<file path="src/rtl/mul8_pass_sequencer_pkg.sv">
// Shared types and constants for the four-pass 8x8 multiplier sequencer.
// The shift table gives the alignment of each nibble partial product.
package mul8_pass_sequencer_pkg;

   localparam int NIB_W      = 4;
   localparam int OP_W       = 8;
   localparam int PROD_W     = 16;
   localparam int NUM_PASSES = 4;

   localparam int PASS_SHIFT [NUM_PASSES] = '{0, 4, 4, 8};

   typedef enum logic [1:0] {
      IDLE,
      PASS,
      DONE
   } state_t;

endpackage

</file>
<file path="src/rtl/mul8_pass_sequencer_mul4x4_array.sv">
// Combinational 4x4 unsigned array multiplier: AND-gate partial products
// reduced by rows of ripple full adders, 8-bit result.
module mul4x4_array (
   input  logic [3:0] a,
   input  logic [3:0] b,
   output logic [7:0] p
);

   logic [3:0][3:0] pp;
   logic [3:0]      upper;
   logic [3:0]      row_sum;
   logic            carry;

   // Each row adds the next shifted partial product to the upper bits of the
   // running sum; the low bit of every row drops out as a finished product bit.
   always_comb begin
      pp      = '0;
      upper   = '0;
      row_sum = '0;
      carry   = 1'b0;
      p       = '0;
      for (int i = 0; i < 4; i++) begin
         for (int j = 0; j < 4; j++) begin
            pp[i][j] = a[j] & b[i];
         end
      end
      p[0]  = pp[0][0];
      upper = {1'b0, pp[0][3:1]};
      for (int i = 1; i < 4; i++) begin
         carry = 1'b0;
         for (int j = 0; j < 4; j++) begin
            row_sum[j] = pp[i][j] ^ upper[j] ^ carry;
            carry      = (pp[i][j] & upper[j]) | (carry & (pp[i][j] ^ upper[j]));
         end
         p[i]  = row_sum[0];
         upper = {carry, row_sum[3:1]};
      end
      p[7:4] = upper;
   end

endmodule

</file>
<file path="src/rtl/mul8_pass_sequencer.sv">
// Unsigned 8x8 multiplier that time-shares one 4x4 array multiplier over
// four passes, with valid/ready handshakes on operands and product.
module mul8_pass_sequencer
   import mul8_pass_sequencer_pkg::*;
(
   input  logic              clk,
   input  logic              rst,
   input  logic              in_valid,
   output logic              in_ready,
   input  logic [OP_W-1:0]   a,
   input  logic [OP_W-1:0]   b,
   output logic              out_valid,
   input  logic              out_ready,
   output logic [PROD_W-1:0] product,
   output logic              busy
);

   state_t              state;
   state_t              state_next;
   logic [1:0]          pass_cnt;
   logic [OP_W-1:0]     a_q;
   logic [OP_W-1:0]     b_q;
   logic [PROD_W-1:0]   acc;
   logic [PROD_W-1:0]   acc_sum;
   logic [NIB_W-1:0]    nib_a;
   logic [NIB_W-1:0]    nib_b;
   logic [2*NIB_W-1:0]  partial;
   logic                accept;
   logic                last_pass;

   assign in_ready  = (state == IDLE) && !rst;
   assign accept    = in_valid && in_ready;
   assign out_valid = (state == DONE);
   assign busy      = (state != IDLE);
   assign last_pass = (pass_cnt == 2'(NUM_PASSES - 1));

   // Pass bit 0 picks the high nibble of a, bit 1 the high nibble of b,
   // which walks aL*bL, aH*bL, aL*bH, aH*bH in order.
   assign nib_a   = pass_cnt[0] ? a_q[7:4] : a_q[3:0];
   assign nib_b   = pass_cnt[1] ? b_q[7:4] : b_q[3:0];
   assign acc_sum = acc + ({8'b0, partial} << PASS_SHIFT[pass_cnt]);

   mul4x4_array u_mul (
      .a (nib_a),
      .b (nib_b),
      .p (partial)
   );

   always_ff @(posedge clk or posedge rst) begin
      if (rst) begin
         state <= IDLE;
      end else begin
         state <= state_next;
      end
   end

   always_comb begin
      state_next = state;
      case (state)
         IDLE:    if (accept)    state_next = PASS;
         PASS:    if (last_pass) state_next = DONE;
         DONE:    if (out_ready) state_next = IDLE;
         default:                state_next = IDLE;
      endcase
   end

   // Product is captured from the final sum so it survives the accumulator
   // being cleared by the next accepted operation.
   always_ff @(posedge clk or posedge rst) begin
      if (rst) begin
         pass_cnt <= '0;
         a_q      <= '0;
         b_q      <= '0;
         acc      <= '0;
         product  <= '0;
      end else begin
         case (state)
            IDLE: begin
               if (accept) begin
                  a_q      <= a;
                  b_q      <= b;
                  acc      <= '0;
                  pass_cnt <= '0;
               end
            end
            PASS: begin
               acc      <= acc_sum;
               pass_cnt <= pass_cnt + 2'd1;
               if (last_pass) begin
                  product <= acc_sum;
               end
            end
            default: ;
         endcase
      end
   end

endmodule

</file>
<file path="config.mk">
export PLATFORM = sky130hd
export DESIGN_NAME = mul8_pass_sequencer
export DESIGN_NICKNAME = d
export VERILOG_FILES = /design/src/rtl/mul8_pass_sequencer_pkg.sv /design/src/rtl/mul8_pass_sequencer_mul4x4_array.sv /design/src/rtl/mul8_pass_sequencer.sv
export SDC_FILE = /design/constraint.sdc
export NUM_CORES = 1
export LEC_CHECK = 0
export ABC_CLOCK_PERIOD_IN_PS = 5540
export BUFFER_PORTS_ARGS = -buffer_cell sky130_fd_sc_hd__buf_2
export CORE_MARGIN = 2
export CORE_UTILIZATION = 54
export DETAILED_ROUTE_END_ITERATION = 8
export MAX_ROUTING_LAYER = met4
export PLACE_DENSITY = 0.88
export SLEW_MARGIN = 20
export SYNTH_ARGS = -nofsm -noshare
export SYNTH_HDL_FRONTEND = slang
export SYNTH_SLANG_ARGS = --single-unit
export TNS_END_PERCENT = 100
</file>
<file path="constraint.sdc">
create_clock -name clk -period 5.54 [get_ports clk]
set_input_delay 0.554 -clock clk [delete_from_list [all_inputs] [get_ports clk]]
set_output_delay 0.554 -clock clk [all_outputs]
set_load 0.01 [all_outputs]
</file>
==> out/metrics.yaml <==
synthesis:
  async_flop_share: 1.000
  synth_top_area_share: 0.3568
  synth_area_leaders: "dfrtp_1 (36%), nand2_1 (9.1%), ha_1 (6.9%), fa_1 (4.9%), o21ai_0 (3.4%)"
  ys_seq_elements: 52
  synth_cells: 419
  syn_area_per_cell_sq_um: 8.705
  yosysMostFrequentCell: "nand2_1"
  ys_types: 64
  synth_common_cells: "nand2_1 (88), dfrtp_1 (52), nor2_1 (27), o21ai_0 (25)"
  synth_warnings: 0
  synth_edf_count: 0
  yosysSeqAreaShare: 0.3568
  synthFlopType: "dfrtp_1"
  synth_area_leader_cell: "dfrtp_1"
  syn-cell-area_sq_um: 3647
  synth.net_count: 468
place:
  routabilityCongestion: 1.048
  place_inst: 530
  dpl_cell_area_sq_um: 3964
  hpwl_mm: 6.147
  io_buffers: 38
cts:
  cts.sinks: 52
  clk_latency_ps: 320
  cts-root-buf: "clkbuf_8"
  ctsLongestPathBuffers: 2
  cts_hold_buffers: 0
  cts_buffers: 5
  cts_tree: "done"
  clkTransAtPathRegs_ps: 100
  h-tree-depth: 2
routing:
  routedWlPerCell_microns: 15.97
  drc: 0
  drtIter0Drc: 150
  wirelength_mm: 8.609
  num_vias: 3232
  dr.pass1.iters: 4
  drtAntennaViolNets: 0
  via_per_inst: 5.996
timing:
  period_minus_slack_ps: 5456
  tightest_slew_ps: 958.0
  setup_viol: 0
  fmax_mhz: 183.3
  slew_headroom: 0.3600
  finClkSkew_ps: 11.34
  fin_crit_sh: 0.9849
  hold_viol: 0
  grt_setup_unrepaired: "true"
  drv_slew: 0
floorplanning:
  io_pins: 39
  start_util: 0.5647
  rows: 29
  design.die.area_sq_um: 7428
  core_area_sq_um: 6459
  dieWidth_microns: 86.19
  die_h_microns: 86.19
worst_setup_path:
  arrival_ps: 5700
  critPathKind: "reg2reg"
  worstPathRequired_ps: 5790
  worst_setup_path_start_kind: "register"
  endpoint_kind: "register"
  cp_max_fo: 5
finish:
  fin_area_sq_um: 4247
  ff_latch_area_sq_um: 1304
  insertedDiodeCount: 0
  fill_cells: 517
  area_delta_synth_final_pct: 16.43
  drive_gt1_frac: 0.2576
  layout.cells.non_filler: 539
  multi_input_area_sq_um: 2356
  final_nets: 510
grt:
  grt_pass1_vias: 3080
  grt_max_degree: 53
  antenna_found_initial: 0
  grt_usage: 0.2433
  grt_pass1_wl_mm: 14.08
  overflow: 0
outcome:
  status: "complete, no violations"
job:
  max_cap_violations: 0
hold_path:
  hold_class: "in2async"
==> area by class of cell <==
type,count,area share
repair buffers,58,0.08103
well taps,77,0.02269
flip-flops and latches,52,0.3070
multi-input cells,329,0.5548
clock buffers,6,0.01709
inverters,15,0.01355
clock inverters,2,0.003830
==> layout by cell type (no fill, tap or decap), types with 7 or more instances in the layout <==
cell      netlist  final
nand2_1        88     86
dfrtp_1        52     50
buf_2           4     38
nor2_1         27     26
o21ai_0        25     23
nand3_1        20     20
buf_4           3     19
ha_1           20     16
a21oi_1        13     10
nand2b_1        9      9
inv_1          14      8
a21o_1          8      7
mux2i_1        11      7
nand4_1         7      7
==> path summary, 6_finish.rpt <==
path / slack [ps] / from / end / depth (start not counted)
worst min register to register: 480 / product[7] / product[7] / 2
worst max register to register: 80 / pass_cnt[0] / acc[15] / 24
min in group clk: 410 / a[1] / a_q[1] / 3
max in group asynchronous: 4580 / rst / pass_cnt[0] / 2
worst min-delay path: 400 / rst / a_q[1] / 2
worst max-delay path: 80 / pass_cnt[0] / acc[15] / 24
==> flip-flops by register name, indices dropped and copies added (netlist names) <==
signal / count
acc: 16
product: 16
a_q: 8
b_q: 8
pass_cnt: 2
state: 2
==> cells by family after synthesis <==
family / after synthesis / synth area share
buf+inv: 38 / 0.04803
compound gates: 90 / 0.1760
flops: 52 / 0.3568
simple gates: 191 / 0.2511
xor+xnor: 7 / 0.01681
fa+ha+maj: 29 / 0.1180
mux: 12 / 0.03328
==> critical path, stage by stage, from the launching register on <==
cell and delay, ps:
dfrtp_2 470, mux2i_4 220, nor2_2 130, ha_2 180, fa_2 190, inv_2 40, fa_1 490, inv_2 40
fa_2 350, fa_2 340, inv_2 60, fa_1 420, inv_2 70, fa_2 190, inv_2 40, fa_1 490
nand2b_1 70, and3_4 200, ha_4 300, a21oi_4 70, buf_6 130, a2111oi_4 420, and4bb_1 280, a32oi_1 60
nand3_1 130
==> per-layer routing <==
layer | GRT usage | vias up | share of wire
met5 | - | - | 0
met4 | 0.07813 | 0 | 0.016
met3 | 0.04381 | 17 | 0.051
met2 | 0.3961 | 103 | 0.48
met1 | 0.3105 | 1544 | 0.45
li1 | - | 1568 | -
==> metrics by stage <==
stage          TNS, ps  hold slack [ps]  utilization  setup WS, ps
6_report             0            403.2       0.6575         83.55
2_1_floorplan        0            440.1            -         93.36
5_1_grt         -432.3            418.0       0.6575        -102.3
3_5_place_dp    -133.6            458.2       0.6137        -48.58
4_1_cts              0            408.4       0.6321         29.48
3_3_place_gp         0            456.2       0.6137         9.739
==> timing repair <==
action | CTS | global route
setup endpoints to repair | 5 | 18
endpoints found under the hold margin | 0 | 0
setup buffers | 0 | 1
pin swaps | 0 | 12
resized for setup | 6 | 38
cloned | 0 | 0
Power is left out: the tool's default activity adds up to more than one toggle a clock period on the data nets, which glitch-free logic cannot reach.
